==> config.mk <==
export PLATFORM = sky130hd
export DESIGN_NAME = if_id_queue
export DESIGN_NICKNAME = d
export VERILOG_FILES = /design/src/rtl/if_id_queue.sv
export SDC_FILE = /design/constraint.sdc
export NUM_CORES = 1
export LEC_CHECK = 0
export CAP_MARGIN = 20
export CORE_MARGIN = 1.5
export CORE_UTILIZATION = 55
export CTS_BUF_LIST = sky130_fd_sc_hd__clkbuf_4 sky130_fd_sc_hd__clkbuf_8
export CTS_CLUSTER_SIZE = 24
export DETAILED_ROUTE_END_ITERATION = 6
export GPL_TIMING_DRIVEN = 1
export PLACE_DENSITY = 0.88
export SKIP_LAST_GASP = 1
export SYNTH_ARGS = -nofsm -noshare
export SYNTH_HDL_FRONTEND = slang
export SYNTH_SLANG_ARGS = --single-unit
==> constraint.sdc <==
create_clock -name clk -period 18.2 [get_ports clk]
set_clock_uncertainty 0.05 [all_clocks]
set_input_delay 4.55 -clock clk [delete_from_list [all_inputs] [get_ports clk]]
set_output_delay 4.55 -clock clk [all_outputs]
set_load 0.05 [all_outputs]
==> src/rtl/if_id_queue.sv <==
// IF/ID instruction queue: DEPTH-entry circular buffer between fetch and decode.
// Optional macro IF_ID_QUEUE_NOP_FILL_EN drives a NOP bubble (out_pc=0, out_ins=NOP_INS) when empty.
module if_id_queue #(
    parameter int                PC_W    = 32,
    parameter int                INS_W   = 32,
    parameter int                PC_INC  = 4,
    parameter int                DEPTH   = 2,
    parameter logic [INS_W-1:0]  NOP_INS = '0
) (
    input  logic                          clk,
    input  logic                          rst,
    input  logic                          flush,
    input  logic                          in_valid,
    output logic                          in_ready,
    input  logic [PC_W-1:0]               in_pc,
    input  logic [INS_W-1:0]              in_ins,
    output logic                          out_valid,
    input  logic                          out_ready,
    output logic [PC_W-1:0]               out_pc,
    output logic [INS_W-1:0]              out_ins,
    output logic [$clog2(DEPTH+1)-1:0]    out_count
);

    localparam int CNT_W = $clog2(DEPTH + 1);
    localparam int PTR_W = (DEPTH > 1) ? $clog2(DEPTH) : 1;

    logic [PC_W+INS_W-1:0] mem [DEPTH];
    logic [PTR_W-1:0]      rd_ptr;
    logic [PTR_W-1:0]      wr_ptr;
    logic [CNT_W-1:0]      count;
    logic                  push;
    logic                  pop;
    logic [PC_W+INS_W-1:0] head;

    // Exact modulo-DEPTH wrap so non-power-of-2 depths use every slot.
    function automatic logic [PTR_W-1:0] ptr_next(input logic [PTR_W-1:0] p);
        return (p == PTR_W'(DEPTH - 1)) ? '0 : p + PTR_W'(1);
    endfunction

    // Handshake: a transfer happens on a side only in a cycle where both valid and
    // ready are high at the rising edge; in_ready may depend on out_ready because a
    // same-cycle pop frees a slot, letting a full queue accept at full rate.
    always_comb begin
        out_valid = (count != '0);
        pop       = out_valid & out_ready;
        in_ready  = (count < CNT_W'(DEPTH)) | pop;
        push      = in_valid & in_ready;
    end

    always_ff @(posedge clk) begin
        if (rst || flush) begin
            rd_ptr <= '0;
            wr_ptr <= '0;
            count  <= '0;
        end else begin
            if (push) wr_ptr <= ptr_next(wr_ptr);
            if (pop)  rd_ptr <= ptr_next(rd_ptr);
            case ({push, pop})
                2'b10:   count <= count + CNT_W'(1);
                2'b01:   count <= count - CNT_W'(1);
                default: count <= count;
            endcase
        end
    end

    // Storage is not reset; entries are only visible once count covers them.
    always_ff @(posedge clk) begin
        if (!rst && !flush && push)
            mem[wr_ptr] <= {in_pc + PC_W'(PC_INC), in_ins};
    end

    assign head      = mem[rd_ptr];
    assign out_count = count;

`ifdef IF_ID_QUEUE_NOP_FILL_EN
    assign out_pc  = out_valid ? head[PC_W+INS_W-1:INS_W] : '0;
    assign out_ins = out_valid ? head[INS_W-1:0] : NOP_INS;
`else
    assign out_pc  = head[PC_W+INS_W-1:INS_W];
    assign out_ins = head[INS_W-1:0];
`endif

endmodule

==> flow_summary.yaml, run 1 <==
finish:
  final_core_utilization_pct: 76.04
  antenna_cells_inserted: 0
  n_fill_cell: 610
  total_nets_final: 526
  instances_no_fill: 600
  syn2layout_area_growth_pct: 35.32
  drive_above_1_share_pct: 23.13
clocking:
  postCtsHoldBufs: 0
  cts_root_buffer: "sky130_fd_sc_hd__clkbuf_8"
  cts_inserted_buffers: 17
  clockBufferDepth: 2
  post_cts.resized_instances: 0
  cts_sinks: 133
  cts_tree: "yes"
  cts.clk_slew.worst_paths_ns: 0.07
  postCtsSetupRepairBufs: 0
  clock_tree.htree_level_count: 4
  worst_skew_pair.late_latency_ns: 0.41
power:
  power-per-cell-area_nw_per_um2: 87.61
  irDropWorstVdd_v: 0.00004562
  power_leakage_nw: 2.404
setup_path:
  kind_of_critical_path: "input port to output pin"
  worst_setup_path_endpoint: "in_ready"
  path_max_fanout: 2
  critPathLaunch: "out_ready"
  critical_path.most_common_cell: "sky130_fd_sc_hd__clkdlybuf4s50_1"
  timing.critical_path.to_type: "output pin"
  r2r_end: "mem[1][49]"
  crit_chain: "clkdlybuf4s50_1 > nand2b_1 > clkdlybuf4s50_1"
  critPathRequiredTime_ns: 13.60
  setup.reg_to_reg.worst_slack_ns: 16.44
  timing.critical_path.slowest_cell_delay_ns: 0.82
  crit_path_start_kind: "input port"
  crit-reg2reg-launch: "out_count[1]"
  cp_slowest_cell: "sky130_fd_sc_hd__clkdlybuf4s50_1"
  r2r.worst_path.cells: 4
  worstPathArrival_ns: 5.97
grt:
  grt_max_degree: 34
  first_global_vias: 2962
  grt_first_pass_wirelength_um: 14540
  grt_overflow_total: 0
  grt_antenna_before_repair: 0
  globalRouteTotalUtil_pct: 19.00
logic_synthesis:
  seq_area_frac_synth_pct: 72.81
  netlist_instances: 302
  yosys.area.top_type: "sky130_fd_sc_hd__edfxtp_1"
  syn_nets: 373
  synth.cell_area_um2: 5416
  count_of_synthesis_stage_warnings_from_yosys: 0
  async_reset_ff_share_pct: 0
  synthDistinctLibCells: 26
  ys_ff_latch: 133
  yosysTopAreaCellShare_pct: 70.96
  yosys_most_used_dff: "sky130_fd_sc_hd__edfxtp_1"
  ys_top_cells_by_count: "sky130_fd_sc_hd__edfxtp_1 (128), sky130_fd_sc_hd__mux2_2 (64), sky130_fd_sc_hd__xnor2_1 (27)"
  post-synth-top-count-cell: "sky130_fd_sc_hd__edfxtp_1"
  synth_enable_flop_cells: 128
  average_cell_area_after_synthesis_um2: 17.94
  post_synth_main_area_contributors: "sky130_fd_sc_hd__edfxtp_1 (71%), sky130_fd_sc_hd__mux2_2 (13%), sky130_fd_sc_hd__xnor2_1 (4.4%)"
run_status:
  outcome: "finished clean"
timing:
  finalSetupViolCount: 0
  min_period_over_period_pct: 58.07
  slew-limit-headroom_pct: 49.17
  finalWorstPathRequiredPeriod_ns: 10.57
  max_slew_violation_count: 0
  finalWorstSetupSlack_ns: 7.631
  finalHoldViolCount: 0
  grt_setup_unrepaired: "no"
  worst_pin_slew_ns: 0.7624
  setup-tns-final_ns: 0
  fmax_ghz: 0.09461
die:
  floorplan.initialDensity_pct: 56.19
  die-area_um2: 10450
  die_h_um: 102.2
  pin_count: 137
  std_cell_rows: 36
  design.core.area_um2: 9639
  die_w_um: 102.2
place:
  buffer_ports.inserted: 136
  worst_case_setup_slack_after_placement_ns: 7.626
  routabilityCongestion: 0.7699
  hpwl_after_detailed_placement_um: 6868
  place_inst: 569
run:
  cap_viol_max_count: 0
routing:
  num_vias: 3126
  antenna_left: 0
  dr.first_iter.drc_count: 86
  avgRoutedWirePerCell_um: 16.60
  residual_drc: 0
  first_pass_iters: 5
  detail_route.vias_per_cell: 5.210
  routed_wl_um: 9960
worst_hold_path:
  worst_hold_path_type: "register to register"
  worst_hold_path.num_cells: 2
-- cell type report --
cell class	instances	area (µm²)	share of cell area, %
sequential	133	3945	53.82
multi-input combinational	160	1444	19.70
timing repair buffer	141	1399	19.08
clock buffer	20	256.5	3.499
tap	133	166.4	2.270
clock inverter	11	111.4	1.519
inverter	2	7.507	0.1024
-- how the worst min path moves through the flow --
| stage | from | endpoint | slack [ns] |
|---|---|---|---|
| floorplan | rd_ptr | register | 0.47 |
| global placement | rd_ptr | register | 0.48 |
| detailed placement | rd_ptr | register | 0.48 |
| CTS | rd_ptr | register | 0.52 |
| global route | rd_ptr | register | 0.54 |
| finish | rd_ptr | register | 0.52 |
-- placed cells by master, fill, tap and decap left out, types with 6 or more instances in the layout --
| cell type | synthesis | layout |
|---|---|---|
| sky130_fd_sc_hd__nand2_1 | 8 | 8 |
| sky130_fd_sc_hd__nand4_1 | 8 | 8 |
| sky130_fd_sc_hd__edfxtp_1 | 128 | 128 |
| sky130_fd_sc_hd__xnor2_1 | 27 | 27 |
| sky130_fd_sc_hd__mux2_2 | 64 | 64 |
| sky130_fd_sc_hd__nand3_1 | 15 | 15 |
| sky130_fd_sc_hd__clkdlybuf4s50_1 | 0 | 136 |
| sky130_fd_sc_hd__xor2_1 | 6 | 6 |
| sky130_fd_sc_hd__nor3_1 | 6 | 6 |
| sky130_fd_sc_hd__clkbuf_8 | 0 | 17 |
-- power breakdown --
part           total, mW  internal, mW  switching, mW
clock network      0.225         0.123          0.102
registers          0.345         0.342        0.00222
logic             0.0723        0.0320         0.0403
-- routing by layer --
| metal | vias to the layer above | GRT usage [%] | wire length, µm |
|---|---|---|---|
| li1 | 1482 | - | - |
| met3 | 2 | 6.977 | 660 |
| met1 | 1533 | 22.72 | 4049 |
| met5 | - | 0 | 0 |
| met4 | 0 | 6.639 | 30 |
| met2 | 109 | 31.89 | 5219 |
-- stage by stage --
step                      cell area, µm²  hold slack (ns)  power, mW
after floorplan                     5416           0.4684     0.3903
after global placement              6962           0.4798     0.4214
after detailed placement            6962           0.4829     0.4237
after CTS                           7330           0.5170     0.6477
after global routing                7330           0.5416     0.6631
final                               7330           0.5151     0.6422
-- registers in the layout (all words and copies together) (netlist names), named ones only --
signal / count
mem: 128
out_count: 2
rd_ptr: 1
wr_ptr: 1
-- cell families after synthesis --
family,Yosys count,share of synthesized area (%)
adders and majority gates,2,0.4619
buffers and inverters,9,0.7623
and+or+nand+nor,61,7.323
DFF,133,72.81
xor gates and xnor gates,33,5.336
muxes,64,13.31
-- worst max-delay path, delay by kind of cell --
kind | cells | cell delay (ns)
buffers and inverters | 2 | 1.29
and+or+nand+nor | 1 | 0.13
(Power assumes the default switching activity.)
==> inputs of run 2 (changes only) <==
--- a/config.mk
+++ b/config.mk
@@ -7,12 +7,12 @@
 export LEC_CHECK = 0
 export CAP_MARGIN = 20
 export CORE_MARGIN = 1.5
-export CORE_UTILIZATION = 55
+export CORE_UTILIZATION = 46
 export CTS_BUF_LIST = sky130_fd_sc_hd__clkbuf_4 sky130_fd_sc_hd__clkbuf_8
 export CTS_CLUSTER_SIZE = 24
 export DETAILED_ROUTE_END_ITERATION = 6
 export GPL_TIMING_DRIVEN = 1
-export PLACE_DENSITY = 0.88
+export PLACE_DENSITY = 0.79
 export SKIP_LAST_GASP = 1
 export SYNTH_ARGS = -nofsm -noshare
 export SYNTH_HDL_FRONTEND = slang
==> constraint.sdc (replaced) <==
create_clock -name clk -period 8.9 [get_ports clk]
set_clock_uncertainty 0.05 [all_clocks]
set_input_delay 2.225 -clock clk [delete_from_list [all_inputs] [get_ports clk]]
set_output_delay 2.225 -clock clk [all_outputs]
set_load 0.05 [all_outputs]
==> flow_summary.yaml, run 2 (synthesis gave the netlist of run 1 again) <==
run_status:
  outcome: "finished clean"
clocking:
  worst_skew_pair.late_latency_ns: 0.41
  postCtsSetupRepairBufs: 0
  cts_inserted_buffers: 17
  clockBufferDepth: 2
  postCtsHoldBufs: 0
  cts.clk_slew.worst_paths_ns: 0.07
  post_cts.resized_instances: 0
  clock_tree.htree_level_count: 4
  cts_sinks: 133
  cts_root_buffer: "sky130_fd_sc_hd__clkbuf_8"
  cts_tree: "yes"
routing:
  avgRoutedWirePerCell_um: 16.29
  residual_drc: 0
  detail_route.vias_per_cell: 5.066
  routed_wl_um: 9935
  antenna_left: 0
  num_vias: 3090
  dr.first_iter.drc_count: 151
  first_pass_iters: 4
finish:
  layout_commonest_cell: "sky130_fd_sc_hd__clkdlybuf4s50_1"
  most-common-layout-cells: "sky130_fd_sc_hd__clkdlybuf4s50_1 (136), sky130_fd_sc_hd__edfxtp_1 (128), sky130_fd_sc_hd__mux2_2 (64), sky130_fd_sc_hd__xnor2_1 (27), sky130_fd_sc_hd__clkbuf_8 (17)"
  total_nets_final: 525
  antenna_cells_inserted: 0
  largest_register: "mem"
  final_core_utilization_pct: 64.17
  largest_reg_flops: 128
  syn2layout_area_growth_pct: 35.85
  drive_above_1_share_pct: 23.13
place:
  routabilityCongestion: 0.7659
  buffer_ports.inserted: 136
  hpwl_after_detailed_placement_um: 6602
timing:
  max_slew_violation_count: 0
  grt_setup_unrepaired: "no"
  finalSetupViolCount: 0
  finalWorstPathRequiredPeriod_ns: 5.914
  worst_pin_slew_ns: 0.8711
  hold_slack_ns: 0.5101
  fmax_ghz: 0.1691
  slew-limit-headroom_pct: 41.93
  min_period_over_period_pct: 66.45
  setup-tns-final_ns: 0
  finalHoldViolCount: 0
grt:
  first_global_vias: 3162
  globalRouteTotalUtil_pct: 16.52
  grt_first_pass_wirelength_um: 15830
  grt_max_degree: 65
  grt_overflow_total: 0
  grt_antenna_before_repair: 0
die:
  pin_count: 137
  die-area_um2: 12430
  std_cell_rows: 39
  floorplan.initialDensity_pct: 47.23
  die_h_um: 111.5
  design.core.area_um2: 11470
  die_w_um: 111.5
worst_hold_path:
  worst_hold_path_type: "register to register"
setup_path:
  timing.critical_path.to_type: "output pin"
  worstPathArrival_ns: 3.64
  critPathRequiredTime_ns: 6.63
  crit_path_start_kind: "input port"
  kind_of_critical_path: "input port to output pin"
  setup.reg_to_reg.worst_slack_ns: 6.89
  path_max_fanout: 2
power:
  power_leakage_nw: 2.404
  irDropWorstVdd_v: 0.0001062
  power-per-cell-area_nw_per_um2: 180.2
run:
  cap_viol_max_count: 0
-- run 2: per-stage QoR --
step	setup WS [ns]	std cells	area [µm²]	power, mW
2_1_floorplan	1.880	302	5429	0.7973
3_3_place_gp	3.026	578	6984	0.8635
3_5_place_dp	2.988	578	6984	0.8673
4_1_cts	2.988	610	7358	1.341
5_1_grt	2.978	610	7358	1.377
6_report	2.986	610	7358	1.326
-- run 2: critical path: stages --
cell and delay (ns):
sky130_fd_sc_hd__clkdlybuf4s50_1 0.47, sky130_fd_sc_hd__nand2b_1 0.13, sky130_fd_sc_hd__clkdlybuf4s50_1 0.81
-- run 2: power breakdown --
group	total (mW)	leakage [nW]	switching [mW]	internal, mW
Clock	0.474	0.188	0.217	0.257
Combinational	0.148	1.01	0.0825	0.0654
Sequential	0.705	1.20	0.00452	0.700
Total	1.33	2.40	0.304	1.02
-- run 2: layout make-up --
class	instances	area, µm²
multi-input cells	160	1461
clock inverters	11	110.1
inverters	2	7.507
fillers	827	4109
flip-flops and latches	133	3945
repair buffers	140	1391
clock buffers	21	264.0
well taps	143	178.9
-- run 2: final timing paths --
check	from	depth (start not counted)	end
worst max-delay path	out_ready	3	in_ready
worst min-delay path	rd_ptr	2	register
worst max register to register	out_count[1]	4	mem[0][62]
worst min register to register	rd_ptr	2	register
-- run 2: layer usage --
| layer | GRT usage [%] | routed length [µm] | vias up |
|---|---|---|---|
| met5 | 0 | 0 | - |
| li1 | - | - | 1474 |
| met4 | 5.316 | 81 | 0 |
| met2 | 27.73 | 5040 | 94 |
| met3 | 5.825 | 550 | 6 |
| met1 | 20.08 | 4263 | 1516 |
==> inputs of run 3 (changes only) <==
--- a/config.mk
+++ b/config.mk
@@ -7,12 +7,12 @@
 export LEC_CHECK = 0
 export CAP_MARGIN = 20
 export CORE_MARGIN = 1.5
-export CORE_UTILIZATION = 46
+export CORE_UTILIZATION = 51
 export CTS_BUF_LIST = sky130_fd_sc_hd__clkbuf_4 sky130_fd_sc_hd__clkbuf_8
 export CTS_CLUSTER_SIZE = 24
 export DETAILED_ROUTE_END_ITERATION = 6
 export GPL_TIMING_DRIVEN = 1
-export PLACE_DENSITY = 0.79
+export PLACE_DENSITY = 0.83
 export SKIP_LAST_GASP = 1
 export SYNTH_ARGS = -nofsm -noshare
 export SYNTH_HDL_FRONTEND = slang
==> constraint.sdc (replaced) <==
create_clock -name clk -period 6.05 [get_ports clk]
set_clock_uncertainty 0.05 [all_clocks]
set_input_delay 1.5125 -clock clk [delete_from_list [all_inputs] [get_ports clk]]
set_output_delay 1.5125 -clock clk [all_outputs]
set_load 0.05 [all_outputs]
==> flow_summary.yaml, run 3 (synthesis gave the netlist of run 1 again) <==
setup_path:
  path_max_fanout: 2
  timing.critical_path.to_type: "output pin"
  worstPathArrival_ns: 2.91
  crit_path_start_kind: "input port"
  critPathRequiredTime_ns: 4.49
  kind_of_critical_path: "input port to output pin"
finish:
  layout_commonest_cell: "sky130_fd_sc_hd__clkdlybuf4s50_1"
  antenna_cells_inserted: 0
  syn2layout_area_growth_pct: 36.87
  most-common-layout-cells: "sky130_fd_sc_hd__clkdlybuf4s50_1 (136), sky130_fd_sc_hd__edfxtp_1 (128), sky130_fd_sc_hd__mux2_2 (64), sky130_fd_sc_hd__xnor2_1 (27), sky130_fd_sc_hd__clkbuf_8 (17)"
  largest_register: "mem"
  drive_above_1_share_pct: 23.62
  largest_reg_flops: 128
  instances_no_fill: 606
  total_nets_final: 528
  finalInstanceArea_um2: 7413
timing:
  min_period_over_period_pct: 73.85
  hold_slack_ns: 0.4952
  finalHoldViolCount: 0
  finalWorstSetupSlack_ns: 1.582
  worst_pin_slew_ns: 0.5858
  slew-limit-headroom_pct: 60.65
  grt_setup_unrepaired: "no"
  finalWorstPathRequiredPeriod_ns: 4.468
  finalSetupViolCount: 0
  fmax_ghz: 0.2238
  max_slew_violation_count: 0
clocking:
  cts_root_buffer: "sky130_fd_sc_hd__clkbuf_8"
  worst_skew_pair.late_latency_ns: 0.42
  postCtsHoldBufs: 0
  clock_tree.htree_level_count: 4
  clockBufferDepth: 2
  cts.clk_slew.worst_paths_ns: 0.07
  cts_tree: "yes"
  post_cts.resized_instances: 0
  cts_inserted_buffers: 17
  postCtsSetupRepairBufs: 0
  cts_sinks: 133
grt:
  first_global_vias: 3178
  globalRouteTotalUtil_pct: 18.89
  grt_overflow_total: 0
  grt_antenna_before_repair: 0
  grt_first_pass_wirelength_um: 15850
  grt_max_degree: 46
die:
  floorplan.initialDensity_pct: 52.47
  die_w_um: 106.1
  die-area_um2: 11250
  design.core.area_um2: 10320
  pin_count: 137
  die_h_um: 106.1
  std_cell_rows: 37
routing:
  dr.first_iter.drc_count: 110
  detail_route.vias_per_cell: 5.140
  antenna_left: 0
  avgRoutedWirePerCell_um: 16.63
  routed_wl_um: 10080
  num_vias: 3115
  residual_drc: 0
  first_pass_iters: 5
run_status:
  outcome: "finished clean"
place:
  hpwl_after_detailed_placement_um: 6882
  detailed_place.area_um2: 6990
  worst_case_setup_slack_after_placement_ns: 1.581
  place_inst: 573
  buffer_ports.inserted: 136
  routabilityCongestion: 0.8085
power:
  totalPowerFinal_mw: 1.990
  irDropWorstVdd_v: 0.0001262
  power_leakage_nw: 2.431
  power-per-cell-area_nw_per_um2: 268.4
run:
  cap_viol_max_count: 0
worst_hold_path:
  worst_hold_path_type: "register to register"
## run 3: worst paths after layout
| check | startpoint | to | slack, ns | cells past startpoint |
|---|---|---|---|---|
| setup / recovery | out_ready | in_ready | 1.58 | 3 |
| hold / removal | rd_ptr | register | 0.50 | 2 |
| setup reg to reg | out_count[1] | mem[1][26] | 4.28 | 4 |
| hold reg to reg | rd_ptr | register | 0.50 | 2 |
## run 3: metal layers
layer | track usage, % | part of all wire, %
met1 | 22.53 | 42
met2 | 31.73 | 50
met3 | 6.315 | 6.3
met4 | 7.529 | 1.2
met5 | 0 | 0
## run 3: where the power goes
part | internal [mW] | leakage (nW) | switching [mW]
clock | 0.408 | 0.197 | 0.326
combinational | 0.0974 | 1.03 | 0.123
sequential | 1.03 | 1.20 | 0.00603
total | 1.54 | 2.43 | 0.455
## run 3: layout make-up
cell class	count	area (µm²)
multi-input cells	160	1461
well taps	136	170.2
inverters	2	7.507
clock inverters	14	161.4
flip-flops and latches	133	3945
clock buffers	18	241.5
repair buffers	143	1426
fillers	659	2910
## run 3: critical path, stage by stage
cell                              delay (ns)
sky130_fd_sc_hd__clkdlybuf4s50_1        0.47
sky130_fd_sc_hd__nand2b_1               0.12
sky130_fd_sc_hd__clkdlybuf4s50_1        0.80
## run 3: stage by stage
stage	setup TNS, ns	util, %
finish	0	71.81
global route	0	71.81
CTS	0	71.62
detailed placement	0	67.71
global placement	0	67.71
floorplan	-30.17	-
